$ cat config.mk
export PLATFORM = sky130hd
export DESIGN_NAME = motor_speed_ctrl
export DESIGN_NICKNAME = d
export VERILOG_FILES = /design/src/rtl/motor_pkg.sv /design/src/rtl/motor_pwm_gen.sv /design/src/rtl/motor_speed_ctrl.sv
export SDC_FILE = /design/constraint.sdc
export NUM_CORES = 1
export LEC_CHECK = 0
export ABC_AREA = 0
export BUFFER_PORTS_ARGS = -buffer_cell sky130_fd_sc_hd__buf_2
export CAP_MARGIN = 20
export CELL_PAD_IN_SITES_DETAIL_PLACEMENT = 1
export CELL_PAD_IN_SITES_GLOBAL_PLACEMENT = 1
export CORE_UTILIZATION = 44
export CTS_CLUSTER_SIZE = 25
export DETAILED_ROUTE_END_ITERATION = 12
export PLACE_DENSITY = 0.81
export SLEW_MARGIN = 20
export SYNTH_ARGS = -nofsm -noshare
export SYNTH_HDL_FRONTEND = slang
export SYNTH_SLANG_ARGS = --single-unit
$ cat constraint.sdc
create_clock -name clk -period 4.8 [get_ports clk]
set_input_delay 0.96 -clock clk [delete_from_list [all_inputs] [get_ports clk]]
set_output_delay 0.96 -clock clk [all_outputs]
set_load 0.05 [all_outputs]
$ cat src/rtl/motor_pkg.sv
// Shared types and helpers for the motor speed regulator: FSM encoding,
// datapath widths and the signed clamp used by the integrator and output stage.
package motor_pkg;

    typedef enum logic [2:0] {
        ST_IDLE  = 3'd0,
        ST_ERR   = 3'd1,
        ST_INTEG = 3'd2,
        ST_MULT  = 3'd3,
        ST_SUM   = 3'd4
    } state_t;

    localparam int ERR_W = 17;
    localparam int INT_W = 24;
    localparam int ACC_W = 33;

    function automatic logic signed [ACC_W-1:0] clamp_s(
        input logic signed [ACC_W-1:0] val,
        input logic signed [ACC_W-1:0] lo,
        input logic signed [ACC_W-1:0] hi
    );
        logic signed [ACC_W-1:0] res;
        if (val < lo) begin
            res = lo;
        end else if (val > hi) begin
            res = hi;
        end else begin
            res = val;
        end
        return res;
    endfunction

endpackage

$ cat src/rtl/motor_pwm_gen.sv
// PWM generator: free-running period counter with a duty shadow register that
// only reloads at the period wrap, so a duty change never truncates a pulse.
module motor_pwm_gen #(
    parameter int unsigned PWM_PERIOD = 1000,
    parameter int unsigned DUTY_W     = 10
) (
    input  logic              clk,
    input  logic              rst,
    input  logic              enable,
    input  logic [DUTY_W-1:0] duty,
    output logic              pwm
);

    localparam logic [DUTY_W-1:0] CNT_LAST = DUTY_W'(PWM_PERIOD - 1);
    localparam logic [DUTY_W-1:0] CNT_ONE  = DUTY_W'(1);

    logic [DUTY_W-1:0] r_cnt;
    logic [DUTY_W-1:0] r_applied;
    logic              r_pwm;
    logic [DUTY_W-1:0] w_cnt_nxt;
    logic [DUTY_W-1:0] w_applied_nxt;

    // next counter value and shadow reload at the wrap
    always_comb begin
        w_cnt_nxt     = r_cnt;
        w_applied_nxt = r_applied;
        if (r_cnt == CNT_LAST) begin
            w_cnt_nxt     = '0;
            w_applied_nxt = duty;
        end else begin
            w_cnt_nxt     = r_cnt + CNT_ONE;
            w_applied_nxt = r_applied;
        end
    end

    // counter, shadow duty and pre-computed compare result
    always_ff @(posedge clk or posedge rst) begin
        if (rst) begin
            r_cnt     <= '0;
            r_applied <= '0;
            r_pwm     <= 1'b0;
        end else begin
            r_cnt     <= w_cnt_nxt;
            r_applied <= w_applied_nxt;
            r_pwm     <= (w_cnt_nxt < w_applied_nxt);
        end
    end

    // enable gates the drive immediately, without waiting for a clock edge
    assign pwm = enable & r_pwm;

endmodule

$ cat src/rtl/motor_speed_ctrl.sv
// Closed-loop PI speed regulator: a five-state sequence turns each measured
// window count into a clamped PWM duty, which motor_pwm_gen drives out.
module motor_speed_ctrl
    import motor_pkg::*;
#(
    parameter int unsigned PWM_PERIOD = 1000,
    parameter int unsigned DUTY_W     = 10,
    parameter int unsigned KP         = 16,
    parameter int unsigned KI         = 2,
    parameter int unsigned SHIFT      = 4,
    parameter int unsigned INT_LIM    = 65535
) (
    input  logic              clk,
    input  logic              rst,
    input  logic              enable,
    input  logic [15:0]       target_cnt,
    input  logic [15:0]       edge_cnt,
    input  logic              meas_valid,
    output logic [DUTY_W-1:0] duty_out,
    output logic              pwm_out,
    output logic              busy,
    output logic              sat_flag,
    output logic              ovr_flag
);

    localparam logic signed [ACC_W-1:0] KP_S      = ACC_W'(KP);
    localparam logic signed [ACC_W-1:0] KI_S      = ACC_W'(KI);
    localparam logic signed [ACC_W-1:0] PERIOD_S  = ACC_W'(PWM_PERIOD);
    localparam logic signed [ACC_W-1:0] INT_LIM_S = ACC_W'(INT_LIM);
    localparam logic signed [ACC_W-1:0] ACC_ZERO  = '0;

    state_t                   r_state;
    state_t                   w_state_nxt;
    logic [15:0]              r_tgt;
    logic [15:0]              r_meas;
    logic signed [ERR_W-1:0]  r_err;
    logic signed [INT_W-1:0]  r_integ;
    logic signed [ACC_W-1:0]  r_p;
    logic signed [ACC_W-1:0]  r_i;
    logic [DUTY_W-1:0]        r_duty;
    logic                     r_sat;
    logic                     r_ovr;
    logic                     r_busy;

    logic signed [ERR_W-1:0]  w_err;
    logic signed [ACC_W-1:0]  w_err_ext;
    logic signed [ACC_W-1:0]  w_integ_ext;
    logic signed [ACC_W-1:0]  w_integ_sum;
    logic signed [ACC_W-1:0]  w_p;
    logic signed [ACC_W-1:0]  w_i;
    logic signed [ACC_W-1:0]  w_sum;
    logic signed [ACC_W-1:0]  w_u;
    logic                     w_sat;

    // FSM state register
    always_ff @(posedge clk or posedge rst) begin
        if (rst) begin
            r_state <= ST_IDLE;
        end else begin
            r_state <= w_state_nxt;
        end
    end

    // next-state logic; a low enable always forces IDLE, even over a strobe
    always_comb begin
        w_state_nxt = r_state;
        if (!enable) begin
            w_state_nxt = ST_IDLE;
        end else begin
            case (r_state)
                ST_IDLE: begin
                    if (meas_valid) begin
                        w_state_nxt = ST_ERR;
                    end else begin
                        w_state_nxt = ST_IDLE;
                    end
                end
                ST_ERR:   w_state_nxt = ST_INTEG;
                ST_INTEG: w_state_nxt = ST_MULT;
                ST_MULT:  w_state_nxt = ST_SUM;
                ST_SUM:   w_state_nxt = ST_IDLE;
                default:  w_state_nxt = ST_IDLE;
            endcase
        end
    end

    // PI arithmetic, all widened to the accumulator width before combining
    always_comb begin
        w_err       = $signed({1'b0, r_tgt}) - $signed({1'b0, r_meas});
        w_err_ext   = {{(ACC_W-ERR_W){r_err[ERR_W-1]}}, r_err};
        w_integ_ext = {{(ACC_W-INT_W){r_integ[INT_W-1]}}, r_integ};
        w_integ_sum = w_integ_ext + w_err_ext;
        w_p         = w_err_ext * KP_S;
        w_i         = w_integ_ext * KI_S;
        w_sum       = r_p + r_i;
        w_u         = w_sum >>> SHIFT;
        w_sat       = (w_u < ACC_ZERO) || (w_u > PERIOD_S);
    end

    // sample capture and pipeline registers, stepped by the FSM state
    always_ff @(posedge clk or posedge rst) begin
        if (rst) begin
            r_tgt   <= '0;
            r_meas  <= '0;
            r_err   <= '0;
            r_integ <= '0;
            r_p     <= '0;
            r_i     <= '0;
            r_duty  <= '0;
            r_sat   <= 1'b0;
        end else if (!enable) begin
            r_err   <= '0;
            r_integ <= '0;
            r_p     <= '0;
            r_i     <= '0;
            r_duty  <= '0;
            r_sat   <= 1'b0;
        end else begin
            case (r_state)
                ST_IDLE: begin
                    if (meas_valid) begin
                        r_tgt  <= target_cnt;
                        r_meas <= edge_cnt;
                    end
                end
                ST_ERR:   r_err   <= w_err;
                ST_INTEG: r_integ <= INT_W'(clamp_s(w_integ_sum, -INT_LIM_S, INT_LIM_S));
                ST_MULT: begin
                    r_p <= w_p;
                    r_i <= w_i;
                end
                ST_SUM: begin
                    // a zero target means "stop": no drive and no wind-up carried over
                    if (r_tgt == 16'd0) begin
                        r_duty  <= '0;
                        r_sat   <= 1'b0;
                        r_integ <= '0;
                    end else begin
                        r_duty  <= DUTY_W'(clamp_s(w_u, ACC_ZERO, PERIOD_S));
                        r_sat   <= w_sat;
                    end
                end
                default: begin
                    r_err <= '0;
                end
            endcase
        end
    end

    // busy and sticky overrun status
    always_ff @(posedge clk or posedge rst) begin
        if (rst) begin
            r_busy <= 1'b0;
            r_ovr  <= 1'b0;
        end else if (!enable) begin
            r_busy <= 1'b0;
            r_ovr  <= 1'b0;
        end else begin
            r_busy <= (w_state_nxt != ST_IDLE);
            if (meas_valid && (r_state != ST_IDLE)) begin
                r_ovr <= 1'b1;
            end
        end
    end

    motor_pwm_gen #(
        .PWM_PERIOD (PWM_PERIOD),
        .DUTY_W     (DUTY_W)
    ) u_pwm (
        .clk    (clk),
        .rst    (rst),
        .enable (enable),
        .duty   (r_duty),
        .pwm    (pwm_out)
    );

    assign duty_out = r_duty;
    assign busy     = r_busy;
    assign sat_flag = r_sat;
    assign ovr_flag = r_ovr;

endmodule

==> summary.md, run 1 <==
| Metric | Value |
|---|---|
| Ratio of final minimum period to clock period | `just over 80%` |
| Power per Cell Area | `roughly 440 nW/µm²` |
| Worst slew pin tran | `between 1000 and 1500 ps` |
| Comb pwr share | `around 35%` |
| CTS clk-pin slew, worst paths | `around 70 ps` |
| Most frequent cell after synthesis | `dfrtp_1` |
| Final setup fails | `0` |
| Post-synthesis instance total | `970` |
| GRT Util Overall | `roughly a quarter` |
| RSZ-0062 raised after global routing | `no` |
| Starting Density | `45.0%` |
| # DRC | `0` |
| Number of global-route vias before repair | `around 8400` |
| Multiplexer area fraction after synthesis | `between 5 and 6%` |
| Worst-case clock buffer depth | `2` |
| Crit. End Element | `flip-flop` |
| Fin util | `approximately half` |
| Yosys Warn Count | `0` |
| Pre-Repair DR Iteration Count | `5` |
| Ant. Diodes | `0` |
| Post-Synth Adder-Cell Area | `approximately a tenth` |
| Worst R2R Path Depth | `11` |
| Initial drt markers | `about 380` |
| Flops & latches, synth | `148` |
| Post-layout min period | `3910 ps` |
| CTS buffer count | `17` |
| CTS tree | `yes` |
| Post-synth cell types | `between 70 and 80` |
| CTS Sinks | `148` |
| WHS Endpoint | `u_pwm.r_applied[2]$_DFF_PP0_` |
| Worst path required time | `5130 ps` |
| Row Count | `53` |
| Core Region | `21100 µm²` |
| Initial antenna violation count | `0` |
| Peak Freq | `around 0.26 GHz` |
| Fraction of layout cells with a size suffix above 1 | `between 10% and 20%` |
| Synth area leader | `dfrtp_1` |
| Setup CP Type | `flip-flop to flip-flop` |
| P&R area growth vs syn | `12.3%` |
| Simple logic cell fraction of the synthesized area | `14.2%` |
| Leakage | `around 5.2 nW` |
| Vias/cell | `between 6 and 7` |
| Reg2reg start | `r_err[0]$_DFFE_PP0P_` |
| GR met1 Demand/Resource | `around a third` |
| Int Power | `slightly below 3 mW` |
| Largest family of logic cells by synthesized area | `compound AO/OA/AOI/OAI gates` |
| Area contributors post-synth | `dfrtp_1 39%, ha_1 9.4%, mux2_2 4.2%` |
| VDD IR-drop max | `approximately 250 µV` |
| Main flop type after synthesis | `dfrtp_1` |
| DPL Wire Length | `about 19000 µm` |
| Async SR Flop Fraction | `between 90% and 100%` |
| Chip height | `roughly 150 µm` |
| Hold buffers post-CTS | `0` |
| Sum of negative setup slack | `0 ps` |
| Final Hold Vio Count | `0` |
| Worst flop-to-flop path endpoint | `r_integ[13]$_DFFE_PP0P_` |
| Busiest grt layer | `met2` |
| Largest net degree at the start of global routing | `85` |
| Hold Crit Start | `u_pwm.r_applied[2]$_DFF_PP0_` |
| Post-Synth XOR/XNOR Area | `3.60%` |
| Status | `completed` |
| Worst setup SP type | `flip-flop` |
| Final net count | `about 1100` |
| Area share of the largest cell type after synthesis | `between 30% and 40%` |
| Switch share | `a little under two fifths` |
| Maxcap violations | `0` |
| Crit path arrival time | `4230 ps` |
| Total global routing overflow | `0` |
| Post-synth EDFFs | `0` |
| Post-cts resize count | `0` |
| Max Clock Skew | `approximately 15 ps` |
| Met3 usage | `under 10%` |
| # fillers | `around 2400` |
| Psw | `~1.8 mW` |
| WHS Path Cells | `2` |
| Vias | `a little under 8000` |
| Port bufs | `49` |
| DIE WIDTH | `roughly 150 µm` |
| Post-synth top cells | `148 x dfrtp_1, 71 x ha_1, 65 x nand2_1` |
| Post-CTS Setup Inserts | `0` |
| Worst-Skew Late Latency | `440 ps` |
| WL per Instance | `20.5 µm` |
| Seq pwr share | `about a third` |
| Met2 usage | `between 40% and 50%` |
| H-Tree Depth | `4` |
| Post-Syn Area per Cell | `slightly below 10 µm²` |
| Syn Std Cell Area | `between 9000 and 10000 µm²` |
| Post-DRT Antenna Nets | `0` |
| Top-level I/O count | `50` |
| Post-synthesis compound-gate area fraction | `roughly 24%` |
| Peak fanout along the critical path | `15` |
| Global-route wire length before repair | `44100 µm` |
| Power share of the clock group | `31.2%` |
| Mapped Nets | `between 1000 and 1500` |
| Flop-to-flop setup slack | `890 ps` |
| Root Buffer | `clkbuf_16` |
| Worst min path class | `flip-flop to flip-flop` |
| Final Max Slew Viols | `0` |
| Die footprint | `between 20000 and 25000 µm²` |
| Post-Route WL | `between 20000 and 30000 µm` |
| Slew margin rel. | `between 30 and 40%` |
| Placer Congestion | `between 0.8 and 0.9` |
| Post-synthesis sequential area ratio | `between 30% and 40%` |
flip-flops by register name, summed over array words and instances, names as in the netlist:
signal,count
r_integ,24
r_i,21
r_err,17
r_p,17
r_meas,16
r_tgt,16
duty_out,10
u_pwm.r_applied,10
u_pwm.r_cnt,10
r_state,3
busy,1
ovr_flag,1
sat_flag,1
u_pwm.r_pwm,1
power by group through the flow:
stage | Sequential (mW) | Combinational, mW | Clock [mW]
4_1_cts | 1.60 | 1.61 | 1.49
5_1_grt | 1.62 | 1.78 | 1.53
2_1_floorplan | 1.56 | 1.16 | 0
6_report | 1.60 | 1.62 | 1.46
3_5_place_dp | 1.62 | 1.57 | 0
3_3_place_gp | 1.60 | 1.52 | 0
cell families after synthesis:
| logic type | after synthesis |
|---|---|
| multiplexers | 45 |
| buffers and inverters | 92 |
| AND/OR/NAND/NOR | 259 |
| adder cells (fa/ha/maj) | 74 |
| flip-flops | 148 |
| XOR/XNOR | 39 |
| AO/OA/AOI/OAI | 313 |
area by class of cell:
class	count	area, µm²	area share, %
multi-input combinational	730	5440	51.1
sequential	148	3700	34.8
clock buffer	17	425	3.99
tap	275	344	3.23
timing repair buffer	58	325	3.05
clock inverter	15	208	1.95
inverter	54	206	1.94
through the flow:
step / area [µm²] / std cells / total power [mW] / hold WS [ps] / worst slack, ps
final: 10700 / 1297 / 4.69 / 499 / 895
after global routing: 10700 / 1297 / 4.93 / 515 / 739
after CTS: 10600 / 1297 / 4.69 / 503 / 873
after detailed placement: 10000 / 1265 / 3.19 / 485 / 993
after global placement: 10000 / 1265 / 3.12 / 470 / 1110
after floorplan: 9490 / 970 / 2.72 / 450 / 1500
cells in the final DEF (no fill, tap or decap), drive strengths merged, types with 16 or more instances in the layout:
| cell | Yosys | routed |
|---|---|---|
| a21o | 33 | 33 |
| inv | 54 | 62 |
| xor2 | 19 | 19 |
| nand4 | 16 | 16 |
| a22o | 42 | 42 |
| nand2 | 66 | 66 |
| mux2 | 35 | 35 |
| o21ai | 46 | 46 |
| o211ai | 23 | 23 |
| ha | 71 | 71 |
| xnor2 | 20 | 20 |
| nor2 | 59 | 59 |
| dfrtp | 148 | 148 |
| nand3 | 23 | 23 |
| clkbuf | 32 | 17 |
| a21oi | 63 | 63 |
| buf | 6 | 58 |
routing by layer:
layer | part of all wire [%] | vias to the layer above
li1 | - | 3699
met1 | 44 | 4018
met2 | 51 | 150
met3 | 3.7 | 26
met4 | 1.5 | 0
met5 | 0 | -
critical path: stages, from the launching register on:
cell and delay, ps:
dfrtp_1 410, ha_1 260, fa_1 420, a21o_1 230, a22o_1 230, o311ai_2 440, o21a_1 250, xor2_1 100
or4_4 550, nor3_4 230, nand4_4 330, o2111ai_1 340
worst max path at each step:
stage,cells after the start,start,slack [ps],endpoint
after detailed placement,11,r_err[0]$_DFFE_PP0P_,990,r_integ[9]$_DFFE_PP0P_
after global routing,11,r_err[0]$_DFFE_PP0P_,740,r_integ[13]$_DFFE_PP0P_
after floorplan,12,r_err[0]$_DFFE_PP0P_,1500,r_integ[2]$_DFFE_PP0P_
final,11,r_err[0]$_DFFE_PP0P_,890,r_integ[13]$_DFFE_PP0P_
after global placement,11,r_err[0]$_DFFE_PP0P_,1110,r_integ[15]$_DFFE_PP0P_
after CTS,11,r_err[0]$_DFFE_PP0P_,870,r_integ[13]$_DFFE_PP0P_
No activity file was read; power rests on OpenSTA's default activity.
==> run 2, diff against run 1 <==
--- a/config.mk
+++ b/config.mk
@@ -5,15 +5,15 @@
 export SDC_FILE = /design/constraint.sdc
 export NUM_CORES = 1
 export LEC_CHECK = 0
-export ABC_AREA = 0
+export ABC_AREA = 1
 export BUFFER_PORTS_ARGS = -buffer_cell sky130_fd_sc_hd__buf_2
 export CAP_MARGIN = 20
 export CELL_PAD_IN_SITES_DETAIL_PLACEMENT = 1
 export CELL_PAD_IN_SITES_GLOBAL_PLACEMENT = 1
-export CORE_UTILIZATION = 44
+export CORE_UTILIZATION = 45
 export CTS_CLUSTER_SIZE = 25
 export DETAILED_ROUTE_END_ITERATION = 12
-export PLACE_DENSITY = 0.81
+export PLACE_DENSITY = 0.84
 export SLEW_MARGIN = 20
 export SYNTH_ARGS = -nofsm -noshare
 export SYNTH_HDL_FRONTEND = slang
==> constraint.sdc (replaced) <==
create_clock -name clk -period 3.95 [get_ports clk]
set_input_delay 0.79 -clock clk [delete_from_list [all_inputs] [get_ports clk]]
set_output_delay 0.79 -clock clk [all_outputs]
set_load 0.05 [all_outputs]
==> summary.md, run 2 <==
| Metric | Value |
|---|---|
| # DRC | `0 (unchanged)` |
| Crit path arrival time | `3380 ps (-850 ps)` |
| Power Total | `6.65 mW (+42%)` |
| Core Region | `22000 µm² (+4.4%)` |
| RSZ-0062 raised after global routing | `no` |
| Port bufs | `49 (unchanged)` |
| Number of global-route vias before repair | `10300 (+22%)` |
| Post-DP Area | `10800 µm² (+7.6%)` |
| Initial drt markers | `492 (+29%)` |
| Top-level I/O count | `50 (unchanged)` |
| Fraction of layout cells with a size suffix above 1 | `8.08% (-7.8 points)` |
| Maxcap violations | `0 (unchanged)` |
| GR met1 Demand/Resource | `34.8% (+3.3 points)` |
| Most frequent cells in the layout | `476 x nand2_1, 224 x inv_1, 148 x dfrtp_1` |
| Syn Std Cell Area | `10200 µm² (+7.5%)` |
| Psw | `2.98 mW (+67%)` |
| Post-Route WL | `30400 µm (+15%)` |
| Most flop-heavy register | `r_integ` |
| Final Hold Vio Count | `0 (unchanged)` |
| Flops & latches, synth | `148 (unchanged)` |
| Die footprint | `23300 µm² (+5.1%)` |
| Met2 usage | `47.3% (+2.5 points)` |
| Post-DRT Antenna Nets | `0 (unchanged)` |
| Worst-Skew Late Latency | `430 ps (about the same)` |
| Setup CP Type | `flip-flop to flip-flop` |
| Final net count | `1657 (+48%)` |
| Area share of the largest cell type after synthesis | `36.3% (-2.7 points)` |
| Met3 usage | `2.65% (-2.4 points)` |
| Area of the multi-input gates | `5530 µm² (+1.7%)` |
| Ant. Diodes | `0 (unchanged)` |
| Post-cts resize count | `0 (unchanged)` |
| Final Max Slew Viols | `0 (unchanged)` |
| Power per Cell Area | `585 nW/µm² (+33%)` |
| Main flop type after synthesis | `dfrtp_1` |
| VDD IR-drop max | `295 µV (+20%)` |
| Mapped Nets | `1606 (+49%)` |
| Final Non-Filler Cells | `1840 (+42%)` |
| Final setup fails | `0 (unchanged)` |
| P&R area growth vs syn | `11.4%` |
| DIE WIDTH | `153 µm (+2.5%)` |
| Yosys Warn Count | `0 (unchanged)` |
| Largest register FFs | `24 (unchanged)` |
| Post-synth EDFFs | `0 (unchanged)` |
| # fillers | `2947 (+22%)` |
| Worst slew pin tran | `1020 ps (-20.9 ps)` |
| Worst-case clock buffer depth | `2 (unchanged)` |
| Placed cells | `1808 (+43%)` |
| CTS Sinks | `148 (unchanged)` |
| Placer Congestion | `0.887 (+0.40%)` |
| Int Power | `3.67 mW (+26%)` |
| Area contributors post-synth | `dfrtp_1 36%, nand2_1 18%, ha_1 8.7%` |
| Vias/cell | `5.40 (-11%)` |
| Leakage | `6.26 nW (+20%)` |
| Ratio of final minimum period to clock period | `76.6% (-4.8 points)` |
| Peak Freq | `0.331 GHz (+29%)` |
| Synth area leader | `dfrtp_1` |
| Post-synthesis sequential area ratio | `36.3% (-2.7 points)` |
| Initial antenna violation count | `0 (unchanged)` |
| Row Count | `54 (+1.9%)` |
| Global-route wire length before repair | `50500 µm (+14%)` |
| Hold buffers post-CTS | `0 (unchanged)` |
| Sequential cell area | `3700 µm² (unchanged)` |
| Most frequent cell after synthesis | `nand2_1` |
| Place WS | `986 ps (-7.71 ps)` |
| Worst min path class | `flip-flop to flip-flop` |
| Final setup margin | `926 ps (+31.4 ps)` |
| Total global routing overflow | `0 (unchanged)` |
| Worst setup SP type | `flip-flop` |
| Busiest grt layer | `met2` |
| Status | `completed` |
| WL per Instance | `16.5 µm (-19%)` |
| GRT Util Overall | `26.9% (+1.4 points)` |
| Comb pwr share | `44.5% (+9.9 points)` |
| Peak fanout along the critical path | `13 (-2)` |
| Post-Syn Area per Cell | `6.82 µm² (-30%)` |
| Starting Density | `46.3% (+1.3 points)` |
| Slew margin rel. | `31.9% (+1.1 points)` |
| Power share of the clock group | `24.8% (-6.4 points)` |
| Largest net degree at the start of global routing | `149 (+75%)` |
| Sum of negative setup slack | `0 ps (unchanged)` |
| Post-CTS Setup Inserts | `0 (unchanged)` |
| Post-synth cell types | `41 (-48%)` |
| Post-synthesis instance total | `1496 (+54%)` |
| Pre-Repair DR Iteration Count | `8 (+3)` |
| CTS tree | `yes` |
| Largest regs | `r_integ: 24 flops, r_i: 21 flops` |
| H-Tree Depth | `4 (unchanged)` |
| CTS buffer count | `17 (unchanged)` |
| Switch share | `44.8% (+6.8 points)` |
| Post-synth top cells | `476 x nand2_1, 225 x inv_1, 148 x dfrtp_1` |
| Max Clock Skew | `16.1 ps (+1.38 ps)` |
| Root Buffer | `clkbuf_16` |
| CTS clk-pin slew, worst paths | `70 ps (about the same)` |
| Seq pwr share | `30.7% (-3.5 points)` |
| Commonest non-fill, non-tap cell in the layout | `nand2_1` |
| Final Cell Area | `11400 µm² (+6.7%)` |
| Post-layout min period | `3020 ps (-881 ps)` |
| DPL Wire Length | `23400 µm (+21%)` |
| Chip height | `153 µm (+2.5%)` |
| Vias | `9944 (+26%)` |
| Async SR Flop Fraction | `100% (unchanged)` |
| Crit. End Element | `flip-flop` |
| Worst path required time | `4310 ps (-820 ps)` |
## run 2: kinds of logic (layout without fill, tap and decap cells)
kind of cell,count (synthesis),after routing,synth area share [%]
buf+inv,253,317,9.47
compound gates,190,190,9.76
simple gates,819,819,34.0
xor+xnor,9,9,0.846
fa+ha+maj,74,74,9.30
flops,148,148,36.3
mux,3,3,0.331
## run 2: through the flow
stage / hold slack, ps / util [%]
4_1_cts: 484 / 51.6
2_1_floorplan: 445 / -
5_1_grt: 522 / 51.6
3_3_place_gp: 461 / 48.9
3_5_place_dp: 463 / 48.9
6_report: 483 / 51.6
## run 2: power by group through the flow
stage | Sequential (mW) | Clock (mW) | Combinational [mW]
after floorplan | 1.99 | 0 | 2.15
after global placement | 2.04 | 0 | 2.77
after detailed placement | 2.05 | 0 | 2.88
after CTS | 2.04 | 1.67 | 2.95
after global routing | 2.07 | 1.72 | 3.32
final | 2.04 | 1.65 | 2.96
## run 2: path summary, 6_finish.rpt
| kind | slack, ps | startpoint | cells after the start | to |
|---|---|---|---|---|
| max in group asynchronous | 2750 | rst | 3 | r_err[16]$_DFFE_PP0P_ |
| hold reg to reg | 480 | u_pwm.r_applied[6]$_DFF_PP0_ | 2 | u_pwm.r_applied[6]$_DFF_PP0_ |
| hold / removal | 480 | u_pwm.r_applied[6]$_DFF_PP0_ | 2 | u_pwm.r_applied[6]$_DFF_PP0_ |
| min in group asynchronous | 540 | rst | 3 | duty_out[8]$_DFFE_PP0P_ |
| setup reg to reg | 930 | u_pwm.r_cnt[3]$_DFF_PP0_ | 13 | u_pwm.r_pwm$_DFF_PP0_ |
| setup / recovery | 930 | u_pwm.r_cnt[3]$_DFF_PP0_ | 13 | u_pwm.r_pwm$_DFF_PP0_ |
## run 2: final cells by class
cell class              count  area share [%]
clock buffers              18            3.86
clock inverters            14            1.35
flip-flops and latches    148            32.6
multi-input cells        1095            48.7
well taps                 280            3.08
repair buffers             59            2.93
inverters                 226            7.50
## run 2: per-layer routing
layer  part of all wire (%)  vias up
met4                    2.3        0
met5                      0        -
li1                       -     4904
met1                     46     4847
met3                    2.2       46
met2                     49      147
## run 2: critical path, stage by stage (launching register included)
cell and delay [ps]:
dfrtp_1 390, inv_1 160, and3_1 190, nand4_1 410
inv_1 510, nand2_1 100, nand2_1 100, inv_1 60
ha_1 320, nand2_1 120, nor2_1 60, a211oi_1 250
o211ai_1 130, nor2_1 140
==> run 3, diff against run 2 <==
--- a/config.mk
+++ b/config.mk
@@ -10,10 +10,10 @@
 export CAP_MARGIN = 20
 export CELL_PAD_IN_SITES_DETAIL_PLACEMENT = 1
 export CELL_PAD_IN_SITES_GLOBAL_PLACEMENT = 1
-export CORE_UTILIZATION = 45
+export CORE_UTILIZATION = 41
 export CTS_CLUSTER_SIZE = 25
 export DETAILED_ROUTE_END_ITERATION = 12
-export PLACE_DENSITY = 0.84
+export PLACE_DENSITY = 0.81
 export SLEW_MARGIN = 20
 export SYNTH_ARGS = -nofsm -noshare
 export SYNTH_HDL_FRONTEND = slang
==> constraint.sdc (replaced) <==
create_clock -name clk -period 2.5 [get_ports clk]
set_input_delay 0.5 -clock clk [delete_from_list [all_inputs] [get_ports clk]]
set_output_delay 0.5 -clock clk [all_outputs]
set_load 0.05 [all_outputs]
==> summary.md, run 3 (synthesized netlist as in run 2, its figures left out) <==
| Metric | Value |
|---|---|
| Post-layout min period | `2700 ps (-324 ps)` |
| P&R area growth vs syn | `32.2%` |
| Initial antenna violation count | `1 (+1)` |
| CTS tree | `yes` |
| Commonest non-fill, non-tap cell in the layout | `nand2_1` |
| CTS Sinks | `148 (unchanged)` |
| Worst R2R Path Depth | `16 (+3)` |
| Fraction of layout cells with a size suffix above 1 | `26.9% (+19 points)` |
| Hold buffers post-CTS | `0 (unchanged)` |
| Worst min path class | `primary input to asynchronous set/reset pin` |
| Worst-Skew Late Latency | `440 ps (about the same)` |
| Worst path required time | `2810 ps (-1500 ps)` |
| Final Hold Vio Count | `0 (unchanged)` |
| Core Region | `24400 µm² (+11%)` |
| Worst flop-to-flop path endpoint | `r_integ[9]$_DFFE_PP0P_` |
| Flop-to-flop setup slack | `-200 ps (-1130 ps)` |
| Initial drt markers | `715 (+45%)` |
| Peak fanout along the critical path | `8 (-5)` |
| Power share of the clock group | `20.9% (-3.9 points)` |
| Starting Density | `41.8% (-4.5 points)` |
| Final setup margin | `-200 ps (-1130 ps)` |
| Number of global-route vias before repair | `11000 (+6.9%)` |
| Status | `finished, violations left` |
| CTS buffer count | `17 (unchanged)` |
| Worst-case clock buffer depth | `2 (unchanged)` |
| Final setup fails | `28 (+28)` |
| Psw | `6.16 mW (+110%)` |
| Global-route wire length before repair | `54400 µm (+7.6%)` |
| CTS clk-pin slew, worst paths | `80 ps (about the same)` |
| Hold slack | `183 ps (-301 ps)` |
| Largest register FFs | `24 (unchanged)` |
| Power per Cell Area | `987 nW/µm² (+69%)` |
| Int Power | `7.14 mW (+94%)` |
| Max Clock Skew | `14.5 ps (-1.56 ps)` |
| Worst slew pin tran | `757 ps (-261 ps)` |
| Post-DRT Antenna Nets | `0 (unchanged)` |
| Total global routing overflow | `0 (unchanged)` |
| # fillers | `3093 (+5.0%)` |
| Most frequent cells in the layout | `406 x nand2_1, 216 x inv_1, 142 x dfrtp_1` |
| Setup CP Type | `flip-flop to flip-flop` |
| Switch share | `46.3% (+1.5 points)` |
| Reg2reg start | `r_err[0]$_DFFE_PP0P_` |
| Top-level I/O count | `50 (unchanged)` |
| Largest regs | `r_integ: 24 flops, r_i: 21 flops` |
| Row Count | `57 (+5.6%)` |
| GRT Util Overall | `26.5% (-0.44 points)` |
| H-Tree Depth | `4 (unchanged)` |
| Die footprint | `25500 µm² (+9.6%)` |
| RSZ-0062 raised after global routing | `yes` |
| DPL Wire Length | `24500 µm (+4.8%)` |
| Crit path arrival time | `3010 ps (-370 ps)` |
| DIE WIDTH | `160 µm (+4.7%)` |
| Final Cell Area | `13500 µm² (+19%)` |
| Area of the multi-input gates | `6750 µm² (+22%)` |
| Final net count | `1755 (+5.9%)` |
| Crit. End Element | `flip-flop` |
| # DRC | `0 (unchanged)` |
| Chip height | `160 µm (+4.7%)` |
| Post-DP Area | `11300 µm² (+4.5%)` |
| Ratio of final minimum period to clock period | `108% (+31 points)` |
| WL per Instance | `19.9 µm (+21%)` |
| Root Buffer | `clkbuf_16` |
| Maxcap violations | `0 (unchanged)` |
| Pre-Repair DR Iteration Count | `5 (-3)` |
| Post-Route WL | `39500 µm (+30%)` |
| Failing checks | `setup timing` |
| VDD IR-drop max | `518 µV (+76%)` |
| Power Total | `13.3 mW (+100%)` |
| Seq pwr share | `25.2% (-5.5 points)` |
| Most flop-heavy register | `r_integ` |
| Sequential cell area | `3710 µm² (+0.20%)` |
| Comb pwr share | `53.9% (+9.4 points)` |
| Slew margin rel. | `49.5% (+18 points)` |
| Leakage | `6.98 nW (+12%)` |
| Worst setup SP type | `flip-flop` |
| Vias | `11000 (+11%)` |
| Final Max Slew Viols | `0 (unchanged)` |
| Port bufs | `49 (unchanged)` |
| Largest net degree at the start of global routing | `102 (-32%)` |
| Placer Congestion | `0.867 (-2.2%)` |
| Peak Freq | `0.370 GHz (+12%)` |
| Vias/cell | `5.55 (+2.8%)` |
[run 3: how the worst max path moves through the flow]
stage                             endpoint  depth (start not counted)                  start
global placement    r_integ[0]$_DFFE_PP0P_                         15  r_err[15]$_DFFE_PP0P_
CTS                   sat_flag$_DFFE_PP0P_                         18     r_p[4]$_DFFE_PP0P_
floorplan                   busy$_DFF_PP0_                          1                    rst
detailed placement  r_integ[0]$_DFFE_PP0P_                         16   r_err[0]$_DFFE_PP0P_
finish              r_integ[9]$_DFFE_PP0P_                         16   r_err[0]$_DFFE_PP0P_
global route          sat_flag$_DFFE_PP0P_                         18     r_p[4]$_DFFE_PP0P_
[run 3: what timing repair did]
action,4_1_cts,5_1_grt
pin swaps,24,105
resized for setup,60,238
gates cloned,2,3
setup endpoints to repair,36,38
buffers inserted,9,32
[run 3: per-stage QoR]
| step | std cells | setup WS (ps) | util (%) | setup TNS (ps) |
|---|---|---|---|---|
| final | 1983 | -200 | 55.3 | -3850 |
| after global routing | 1982 | -302 | 55.3 | -6690 |
| after detailed placement | 1904 | -200 | 46.1 | -3330 |
| after global placement | 1904 | -72.2 | 46.1 | -899 |
| after CTS | 1947 | -41.2 | 50.1 | -217 |
| after floorplan | 1496 | 139 | - | 0 |
[run 3: power by group through the flow]
stage,sequential [mW],combinational (mW),clock (mW)
finish,3.35,7.17,2.78
global route,3.38,7.66,2.87
CTS,3.24,5.41,2.75
detailed placement,3.25,5.03,0
global placement,3.22,4.82,0
floorplan,3.14,3.39,0
[run 3: layout make-up]
| class | instances | share of cell area [%] |
|---|---|---|
| multi-input cells | 1098 | 50.1 |
| flip-flops and latches | 148 | 27.5 |
| repair buffers | 153 | 8.33 |
| inverters | 226 | 6.38 |
| clock buffers | 18 | 3.26 |
| well taps | 324 | 3.01 |
| clock inverters | 14 | 1.35 |
| repair inverters | 1 | 0.0557 |
| diodes | 1 | 0.0186 |
[run 3: critical path: stages (launching register included)]
cell      delay [ps]
dfrtp_1          440
ha_4             190
fa_2             390
nand3_4          100
buf_4            120
nand3b_1          90
nand2_2          110
nand3_1           90
nor2_1           100
nand3_1          120
nor2_1           170
nand3_1          120
nand3_2          110
nand2_4           90
buf_12           160
nand3_2           50
nand2_1           90
[run 3: metal layers]
layer | vias up | global-route usage [%] | share of wire (%)
met5 | - | 0 | 0
met4 | 0 | 8.35 | 4.1
met3 | 129 | 3.01 | 3.8
met2 | 319 | 47.6 | 52
met1 | 5474 | 33.1 | 40
li1 | 5092 | - | -
